`src/rtl/arb4_rr_ctrl.sv`:
```
// arb4_rr_ctrl: four-requester bus arbiter with fixed-priority or
// round-robin selection, one-hot registered grants, a hold limit and a
// mandatory idle cycle between consecutive grants.
module arb4_rr_ctrl #(
    parameter int DW       = 4,
    parameter int MAX_HOLD = 8
) (
    input  logic          clk,
    input  logic          rst,
    input  logic          mode,
    input  logic [3:0]    req,
    input  logic [DW-1:0] a,
    input  logic [DW-1:0] b,
    input  logic [DW-1:0] c,
    input  logic [DW-1:0] d,
    output logic [3:0]    gnt,
    output logic [DW-1:0] dout,
    output logic          dout_valid
);

    // The counter needs at least one bit, even when the hold limit is disabled.
    localparam int CW = (MAX_HOLD > 0) ? $clog2(MAX_HOLD + 1) : 1;
    localparam logic [CW-1:0] HOLD_LIM = CW'(MAX_HOLD);

    typedef enum logic {
        IDLE  = 1'b0,
        GRANT = 1'b1
    } state_t;

    state_t        state, state_next;
    logic [3:0]    gnt_next;
    logic [1:0]    last, last_next;
    logic [CW-1:0] cnt, cnt_next;
    logic [1:0]    win;
    logic [1:0]    cand;
    logic          found;
    logic          hold_expired;

    // Winner selection: highest index in fixed mode, or a rotating search
    // starting just below the last granted index in round-robin mode.
    always_comb begin
        win   = 2'd0;
        cand  = 2'd0;
        found = 1'b0;
        if (mode) begin
            for (int i = 0; i < 4; i++) begin
                if (req[i]) begin
                    win = 2'(i);
                end
            end
        end else begin
            for (int k = 1; k <= 4; k++) begin
                cand = last - 2'(k);
                if (!found && req[cand]) begin
                    win   = cand;
                    found = 1'b1;
                end
            end
        end
    end

    // The hold limit only applies when it is non-zero.
    assign hold_expired = (MAX_HOLD != 0) && (cnt == HOLD_LIM);

    // Next-state logic: arbitrate from IDLE, hold or release from GRANT.
    always_comb begin
        state_next = state;
        gnt_next   = gnt;
        last_next  = last;
        cnt_next   = cnt;
        case (state)
            IDLE: begin
                gnt_next = 4'b0000;
                if (|req) begin
                    gnt_next   = 4'b0001 << win;
                    cnt_next   = CW'(1);
                    last_next  = win;
                    state_next = GRANT;
                end
            end
            GRANT: begin
                if (!req[last] || hold_expired) begin
                    gnt_next   = 4'b0000;
                    state_next = IDLE;
                end else if (cnt != {CW{1'b1}}) begin
                    cnt_next = cnt + 1'b1;
                end
            end
            default: begin
                gnt_next   = 4'b0000;
                state_next = IDLE;
            end
        endcase
    end

    // State registers with synchronous reset overriding any grant in progress.
    always_ff @(posedge clk) begin
        if (rst) begin
            state <= IDLE;
            gnt   <= 4'b0000;
            last  <= 2'd0;
            cnt   <= '0;
        end else begin
            state <= state_next;
            gnt   <= gnt_next;
            last  <= last_next;
            cnt   <= cnt_next;
        end
    end

    // Output bus follows the registered grant combinationally.
    always_comb begin
        case (gnt)
            4'b1000: dout = a;
            4'b0100: dout = b;
            4'b0010: dout = c;
            4'b0001: dout = d;
            default: dout = '0;
        endcase
    end

    assign dout_valid = |gnt;

endmodule
```
`config.mk`:
```
export PLATFORM = sky130hd
export DESIGN_NAME = arb4_rr_ctrl
export DESIGN_NICKNAME = d
export VERILOG_FILES = /design/src/rtl/arb4_rr_ctrl.sv
export SDC_FILE = /design/constraint.sdc
export NUM_CORES = 1
export LEC_CHECK = 0
export ABC_AREA = 1
export CELL_PAD_IN_SITES_DETAIL_PLACEMENT = 0
export CELL_PAD_IN_SITES_GLOBAL_PLACEMENT = 2
export CORE_MARGIN = 2
export CORE_UTILIZATION = 25
export DETAILED_ROUTE_END_ITERATION = 6
export PLACE_DENSITY = 0.86
export SETUP_SLACK_MARGIN = 0.4
export SLEW_MARGIN = 0
export SYNTH_ARGS = -nofsm -noshare
export SYNTH_HDL_FRONTEND = slang
export SYNTH_SLANG_ARGS = --single-unit
```
`constraint.sdc`:
```
create_clock -name clk -period 2.2 [get_ports clk]
set_input_delay 0.44 -clock clk [delete_from_list [all_inputs] [get_ports clk]]
set_output_delay 0.44 -clock clk [all_outputs]
set_load 0.02 [all_outputs]
```
## Word level (Yosys, flattened, before mapping)

Index checks and enable logic that the tools add are counted.

- $add $sub $neg: 4
- Multipliers: 0
- Divide/modulo/power cells: 0
- Order comparisons: 4
- Equal/unequal tests: 10
- Shifts and indexed selects: 1
- Mux-type cells: 33
- Bitwise gates (word level): 1
- Reduce and logical (&&, ||, !) cells: 12

Operators by type and width:

| operator | count |
|---|---|
| two-way mux 4 bit | 5 |
| one-hot mux 4 bit (2 select lines) | 2 |
| one-hot mux 4 bit (4 select lines) | 1 |
| two-way mux 2 bit | 7 |
| two-way mux 1 bit | 13 |
| less-than comparator 2 x 3 -> 1 bit, second input constant | 4 |
| binary-select mux 1 bit (select 2 bit) | 4 |
| equality test 4 bit, second input constant | 2 |
| OR reduction 4 bit | 2 |
| adder 4 x 1 -> 4 bit, second input constant | 1 |
| equality test 4 x 1 -> 1 bit, second input constant | 1 |
| equality test 4 x 2 -> 1 bit, second input constant | 1 |
| equality test 4 x 3 -> 1 bit, second input constant | 1 |
| logical NOT 1 bit | 4 |
| inequality test 2 x 1 -> 1 bit, second input constant | 2 |
| inequality test 2 bit, second input constant | 2 |
| inequality test 4 bit, second input constant | 1 |
| left shift 1 x 2 -> 4 bit, first input constant | 1 |
| subtractor 2 bit, second input constant | 2 |
| logical AND 1 bit | 3 |
| AND reduction 3 bit | 1 |
| one-hot mux 1 bit (2 select lines) | 1 |
| AND reduction 2 bit | 1 |
| subtractor 2 x 1 -> 2 bit, second input constant | 1 |
| other kinds (2) | 2 |

- Register bits after elaboration: 11
- Bits in latches: 0
- Memory bits (writable): 0
- Bits in read-only memories: 0
- Input port bits: 23
- Output and inout port bits: 9
- Logic and storage cells: 69
- Memories: 0

## Depth between registers and ports, before layout

Gate-level depths: netlist of run 1.

- Depth in word-level cells: 20
- Gate-level depth with buffers: 14
- Gate-level depth less buffers: 14

## Worst setup path before layout of run 1

No wires, ideal clock.

- Kind: register to output
- Start: register gnt[2]
- End: output dout[0]
- Arrival: 1.305 ns
- Data required time: 1.760 ns
- Path slack: 0.455 ns
- Cell stages (with the launch flop): 4
- Path buffers: 0
- Cells stage by stage: dfxtp_1 -> nor2_1 -> nand3_1 -> o2111ai_1

- Longest elaborated chain between the ends: 2
- Elaborated cells on any way between the ends: 5
- Classes of those cells: eq/ne: 4; mux: 1

Ends and longest elaborated chain:

| element | line | text |
|---|---|---|
| from (decl) | 16 | `output logic [3:0] gnt,` |
| from (signal assigned) | 105 | `gnt <= gnt_next;` |
| equality test 4 x 1 -> 1 bit, or another cell as far along | 113 | `case (gnt)` |
| one-hot mux 4 bit (4 select lines) * | 113 |  |
| to (decl) | 17 | `output logic [DW-1:0] dout,` |

Mark *: on every way between the ends. The rest lies on a longest branch, timed or not.

## Worst setup path after layout of run 1

- Start: input d[0]
- End: output dout[0]

- Longest elaborated chain between the ends: 1

Ends and longest elaborated chain:

| element | line | text |
|---|---|---|
| from (decl) | 15 | `input logic [DW-1:0] d,` |
| one-hot mux 4 bit (4 select lines) | 113 |  |

No other way between the ends.

==> impl_summary.log, run 1 <==
INFO  metric hold_viol = 0
INFO  metric detailedRoute.firstIterationViolations = 23
INFO  metric first_pass_iters = 4
INFO  metric synth_top_area_cell = dfxtp_1
INFO  metric max_stage_delay = 0.45 ns
INFO  metric groute.usage.overall = 13.15%
INFO  metric synth_top_area_share = 22.42%
INFO  metric drt_wl_total = 2676 um
INFO  metric p_leak = 0.6549 nW
INFO  metric postCtsSetupBuffers = 0
INFO  metric detailed_place.area = 1368 sq um
INFO  metric timing.critical_path.required = 1.76 ns
INFO  metric grt_start_max_net_pins = 10
INFO  metric worst_setup_hold_path_clk_slew = 0.05 ns
INFO  metric worstSkewPairLatency = 0.24 ns
INFO  metric grt_antenna_before_repair = 0
INFO  metric worstMarginPinSlew = 0.3227 ns
INFO  metric synth-seq-area-share = 22.42%
INFO  metric cts_tree = built
INFO  metric totalNegativeSetupSlack = 0 ns
INFO  metric synthesis.instances = 151
INFO  metric finalCritPeriodShare = 80.85%
INFO  metric critPathMaxFanout = 1
INFO  metric diodes = 0
INFO  metric remaining_drc_errors = 0
INFO  metric syn2layout_area_growth = 47.90%
INFO  metric skew = 0.001314 ns
INFO  metric cts_root_buf = clkbuf_8
INFO  metric place_hpwl = 2203 um
INFO  metric antenna_left = 0
INFO  metric synth_fp_nets = 176
INFO  metric ctsLongestPathBuffers = 2
INFO  metric die_area = 4446 sq um
INFO  metric fin_area = 1453 sq um
INFO  metric ys.warnings.count = 0
INFO  metric wire_length_of_the_first_global_routing_pass = 4512 um
INFO  metric die_width = 66.68 um
INFO  metric ctsHoldBuffers = 0
INFO  metric worstSetupEndpointType = output port
INFO  metric cts_made_buffers = 3
INFO  metric drt-vias-per-instance = 4.712
INFO  metric path_cells = clkdlybuf4s50_1 -> inv_1 -> o2111ai_1 -> clkbuf_2
INFO  metric placed_cells = 232
INFO  metric h_tree_levels = 1
INFO  metric cp-start-kind = input pin
INFO  metric synth-edff-count = 0
INFO  metric num_rows = 22
INFO  metric ys_types = 28
INFO  metric synthFlopType = dfxtp_1
INFO  metric synth_area = 982.2 sq um
INFO  metric cp.arrival = 1.34 ns
INFO  metric rsz_0062_raised_after_global_routing = false
INFO  metric number_of_global_route_vias_before_repair = 1,073
INFO  metric io_pins = 32
INFO  metric hold-worst-slack = 0.5004 ns
INFO  metric drive_above_1_share = 25.53%
INFO  metric num-fill-cells = 403
INFO  metric final_critical_path_time_including_i_o_delays_and_setup = 1.779 ns
INFO  metric power_density = 621.7 nW/um^2
INFO  metric cap_violations = 0
INFO  metric design.final.nets = 214
INFO  metric initial_utilization = 26.43%
INFO  metric detailroute.via_count = 1,112
INFO  metric yosys.cell_count.top_type = nand2_1
INFO  metric syn_avg_cell_area = 6.505 sq um
INFO  metric synthArstFlopShare = 0%
INFO  metric yosys-top-cells-area = dfxtp_1 22%, nand2_1 11%, nand3_1 8.7%, inv_1 7.6%, nand2_2 6.4%
INFO  metric sequential_area = 227.7 sq um
INFO  metric timing_worst_setup_path_type = in -> out
INFO  metric yosys_register_bits = 11
INFO  metric min_path_type = reg -> reg
INFO  metric final-setup-viol-count = 0
INFO  metric finalPower = 903.1 uW
INFO  metric slew_headroom = 78.42%
INFO  metric numPortBuffers = 31
INFO  metric place_congestion = 0.7844
INFO  metric floorplan.core_area = 3716 sq um
INFO  metric clock_sink_count = 11
INFO  metric post_layout_nonfiller_instances = 236
INFO  metric footprint_of_the_multi_input_gates = 699.4 sq um
INFO  metric routedWlPerCell = 11.34 um
INFO  metric chipHeight = 66.68 um
INFO  metric worst_path_max_delay_cell = clkdlybuf4s50_1
INFO  metric total_global_routing_overflow = 0
INFO  metric synth.top_cells.by_count = 30 x nand2_1, 20 x inv_1, 17 x nand3_1
INFO  metric r2r_setup_slack = 0.63 ns
INFO  metric status = finished, final reports clean
INFO  metric timing.final.max_slew_violations = 0
INFO  metric clock.fmax = 562.2 MHz
INFO  metric ir_worst_vdd = 0.0001986 V
## where the power goes
group	internal, mW	switching (mW)	leakage (nW)	total (mW)
Clock	0.127	0.0787	0.0228	0.206
Combinational	0.186	0.257	0.540	0.443
Sequential	0.222	0.0325	0.0921	0.254
Total	0.535	0.368	0.655	0.903
## cells by family (layout without fill, tap and decap cells)
kind of cell / count (synthesis) / after routing / share of synthesized area, %
compound gates: 20 / 20 / 16.18
fa+ha+maj: 2 / 2 / 2.547
buf+inv: 25 / 62 / 10.32
flops: 11 / 11 / 22.42
simple gates: 93 / 93 / 48.53
## final timing paths
kind                start  cells past startpoint  endpoint
setup reg to reg  last[0]                     13    gnt[1]
hold reg to reg    gnt[0]                      2    gnt[0]
setup / recovery     d[0]                      4   dout[0]
hold / removal     gnt[0]                      2    gnt[0]
## worst max-delay path: cells and delay by family
| family | cells | cell delay [ns] |
|---|---|---|
| compound gates | 1 | 0.20 |
| buf+inv | 3 | 0.69 |
## sequential cells by signal, indices dropped and copies added, names as in the netlist
name   flops
cnt        4
last       2
gnt        4
state      1
## area by class of cell
cell class / count / share of cell area, %
multi-input combinational: 115 / 48.15
timing repair buffer: 35 / 23.00
sequential: 11 / 15.68
inverter: 23 / 5.943
tap: 48 / 4.134
clock buffer: 4 / 3.101
## layout by cell type (no fill, tap or decap)
master	n
clkbuf_1	1
nor3b_1	1
o2111ai_2	1
clkbuf_8	3
buf_4	6
nor3_2	1
a21boi_1	1
nand4_1	7
a21oi_2	1
nand2_1	30
clkinv_1	1
a31oi_4	1
nand3_2	4
dfxtp_1	7
a21oi_1	4
nor3_1	2
ha_1	2
nor2_1	13
dfxtp_2	3
nand2_4	3
o21a_4	1
nor2_4	3
inv_2	5
o21ai_1	3
clkbuf_2	1
o2111ai_1	3
inv_1	17
clkdlybuf4s50_1	22
dlymetal6s2s_1	4
nand3b_1	1
o21bai_2	1
o21ai_0	2
nor3b_2	1
buf_2	1
nand3_1	16
dlygate4sd2_1	1
nand2_2	10
a211oi_1	2
dfxtp_4	1
nor2_2	1
## stage by stage
stage / worst slack (ns) / util [%]
final: 0.4213 / 39.09
after global routing: 0.4009 / 39.09
after CTS: 0.2769 / 38.18
after detailed placement: -0.01905 / 36.80
after global placement: 0.01537 / 36.80
after floorplan: 0.4547 / -
## per-layer routing
| layer | global-route usage, % | part of all wire, % |
|---|---|---|
| met2 | 23.63 | 46 |
| met5 | 0 | 0 |
| met3 | 2.027 | 8.2 |
| met1 | 15.10 | 44 |
| met4 | 6.122 | 2.1 |
## repair_timing
| item | CTS | global route |
|---|---|---|
| setup endpoints to repair | 8 | 13 |
| endpoints found under the hold margin | 0 | 0 |
| resized for setup | 22 | 17 |
No activity file was read; power rests on OpenSTA's default activity.
==> inputs of run 2 (changes only) <==
Settings changed: CORE_UTILIZATION 25 to 21, PLACE_DENSITY 0.86 to 0.78.
Clock period 2.2 ns to 1.6 ns, I/O delays scaled along.
==> run 2 against run 1 <==
Effect of this change: the run now ends with negative setup slack left; largest cell class unchanged; die area rose by 18%; combinational power up 110%; cell area increased by 34%; largest power group unchanged; worst hold slack improved by 0.015 ns.
==> impl_summary.log, run 2 (synthesis gave the netlist of run 1 again) <==
INFO  metric num_rows = 24 (was 22)
INFO  metric most-common-layout-cells = 20 x buf_4, 18 x inv_1, 18 x clkdlybuf4s50_1 (was 30 x nand2_1, 22 x clkdlybuf4s50_1, 17 x inv_1)
INFO  metric die_width = 72.39 um (was 66.68 um)
INFO  metric clock_sink_count = 11 (unchanged)
INFO  metric numPortBuffers = 31 (unchanged)
INFO  metric diodes = 0 (unchanged)
INFO  metric grt_antenna_before_repair = 0 (unchanged)
INFO  metric floorplan.core_area = 4444 sq um (was 3716 sq um)
INFO  metric detailroute.via_count = 1,209 (was 1,112)
INFO  metric min_path_type = reg -> reg (unchanged)
INFO  metric worst_setup_hold_path_clk_slew = 0.06 ns (was 0.05 ns)
INFO  metric swShare = 41.19% (was 40.73%)
INFO  metric cp.arrival = 1.29 ns (was 1.34 ns)
INFO  metric cp-start-kind = register (was input pin)
INFO  metric cap_violations = 0 (unchanged)
INFO  metric h_tree_levels = 1 (unchanged)
INFO  metric ctsHoldBuffers = 0 (unchanged)
INFO  metric p_leak = 0.8250 nW (was 0.6549 nW)
INFO  metric worstMarginPinSlew = 0.3316 ns (was 0.3227 ns)
INFO  metric place_congestion = 0.8025 (was 0.7844)
INFO  metric worstSetupEndpointType = output port (unchanged)
INFO  metric groute.usage.overall = 11.93% (was 13.15%)
INFO  metric reg_top3 = cnt: 4 flops, gnt: 4 flops, last: 2 flops (unchanged)
INFO  metric design.final.nets = 236 (was 214)
INFO  metric totalNegativeSetupSlack = -0.01267 ns (was 0 ns)
INFO  metric cts_made_buffers = 3 (unchanged)
INFO  metric share_comb_of_total_power = 59.2% (was 49.0%)
INFO  metric chipHeight = 72.39 um (was 66.68 um)
INFO  metric final_core_utilization = 43.67% (was 39.09%)
INFO  metric power_density = 803.3 nW/um^2 (was 621.7 nW/um^2)
INFO  metric first_pass_iters = 2 (was 4)
INFO  metric drive_above_1_share = 54.29% (was 25.53%)
INFO  metric p_clk_share = 18.1% (was 22.8%)
INFO  metric drt-vias-per-instance = 4.615 (was 4.712)
INFO  metric ctsLongestPathBuffers = 2 (unchanged)
INFO  metric timing.critical_path.required = 1.28 ns (was 1.76 ns)
INFO  metric fin_area = 1941 sq um (was 1453 sq um)
INFO  metric cellInternalPower = 916.8 uW (was 535.3 uW)
INFO  metric hold-worst-slack = 0.5156 ns (was 0.5004 ns)
INFO  metric detailed_place.area = 1623 sq um (was 1368 sq um)
INFO  metric num-fill-cells = 462 (was 403)
INFO  metric detailedRoute.firstIterationViolations = 20 (was 23)
INFO  metric setup_slack_at_placement = -0.3788 ns (was -0.01905 ns)
INFO  metric slew_headroom = 77.66% (was 78.42%)
INFO  metric initial_utilization = 22.10% (was 26.43%)
INFO  metric routedWlPerCell = 11.61 um (was 11.34 um)
INFO  metric place_hpwl = 2416 um (was 2203 um)
INFO  metric number_of_global_route_vias_before_repair = 1,209 (was 1,073)
INFO  metric final_common_cell = buf_4 (was nand2_1)
INFO  metric io_pins = 32 (unchanged)
INFO  metric worst_slack = -0.01267 ns (was 0.4213 ns)
INFO  metric rsz_0062_raised_after_global_routing = true (was false)
INFO  metric drt_wl_total = 3042 um (was 2676 um)
INFO  metric wire_length_of_the_first_global_routing_pass = 5023 um (was 4512 um)
INFO  metric timing.final.max_slew_violations = 0 (unchanged)
INFO  metric final_critical_path_time_including_i_o_delays_and_setup = 1.613 ns
INFO  metric die_area = 5240 sq um (was 4446 sq um)
INFO  metric cts_root_buf = clkbuf_8 (unchanged)
INFO  metric finalPower = 1.559 mW (was 903.1 uW)
INFO  metric final-setup-viol-count = 1 (was 0)
INFO  metric syn2layout_area_growth = 97.58% (was 47.90%)
INFO  metric antenna_left = 0 (unchanged)
INFO  metric remaining_drc_errors = 0 (unchanged)
INFO  metric total_global_routing_overflow = 0 (unchanged)
INFO  metric ir_worst_vdd = 0.0002871 V (was 0.0001986 V)
INFO  metric timing_worst_setup_path_type = reg -> out (was in -> out)
INFO  metric skew = 0.007935 ns (was 0.001314 ns)
INFO  metric critPathMaxFanout = 4 (was 1)
INFO  metric grt_start_max_net_pins = 10 (unchanged)
INFO  metric post_layout_nonfiller_instances = 262 (was 236)
INFO  metric violations = negative setup slack
INFO  metric finalCritPeriodShare = 100.8%
INFO  metric status = complete, but fails checks (was finished, final reports clean)
INFO  metric placed_cells = 251 (was 232)
INFO  metric cts_tree = built (unchanged)
INFO  metric worstSkewPairLatency = 0.24 ns (about the same)
INFO  metric clock.fmax = 620.1 MHz
INFO  metric p_seq_share = 22.7% (was 28.1%)
INFO  metric hold_viol = 0 (unchanged)
INFO  metric total_switching_power = 642.1 uW (was 367.9 uW)
-- run 2: cell types whose count changed in the layout (fill, tap and decap cells not counted), sizes merged --
| cell | previous run | this run |
|---|---|---|
| clkbuf | 5 | 3 |
| clkinv | 1 | 2 |
| dlymetal6s2s | 4 | 0 |
| clkdlybuf4s15 | 0 | 1 |
| clkdlybuf4s50 | 22 | 18 |
| buf | 7 | 34 |
| dlygate4sd2 | 1 | 4 |
-- run 2: timing repair --
item | in CTS | in global routing
setup buffers | 3 | 3
pin swaps | 11 | 21
cloned | 0 | 1
resized for setup | 78 | 35
setup endpoints to repair | 20 | 19
-- run 2: area by class of cell --
class	count	area (sq um)	area share (%)
clock inverters	1	5.005	0.2579
well taps	52	65.06	3.353
clock buffers	3	41.29	2.128
repair buffers	57	528.0	27.21
multi-input cells	115	962.2	49.58
flip-flops and latches	11	241.5	12.44
inverters	23	97.59	5.029
-- run 2: power groups by stage --
stage          combinational, mW  sequential, mW  clock (mW)
2_1_floorplan              0.458           0.358           0
3_3_place_gp               0.732           0.352           0
3_5_place_dp               0.742           0.351           0
4_1_cts                    0.840           0.349       0.292
5_1_grt                     1.00           0.360       0.307
6_report                   0.923           0.354       0.282
-- run 2: worst paths after layout --
| path | endpoint | cells after the start | startpoint | slack [ns] |
|---|---|---|---|---|
| setup reg to reg | gnt[3] | 13 | last[0] | 0.06 |
| setup / recovery | dout[0] | 4 | gnt[3] | -0.01 |
| hold reg to reg | cnt[1] | 2 | cnt[1] | 0.52 |
| hold / removal | cnt[1] | 2 | cnt[1] | 0.52 |
-- run 2: worst max-delay path, cell delays in order, from the launching register on --
cell	delay [ns]
dfxtp_2	0.33
nor2_4	0.18
nand3_4	0.16
o2111ai_4	0.23
buf_6	0.14
-- run 2: routing by layer --
metal | share of wire (%) | wire, um | track usage, %
met4 | 2.4 | 74 | 5.144
met3 | 6.4 | 195 | 1.389
met1 | 40 | 1221 | 13.66
met5 | 0 | 0 | 0
met2 | 51 | 1551 | 22.12
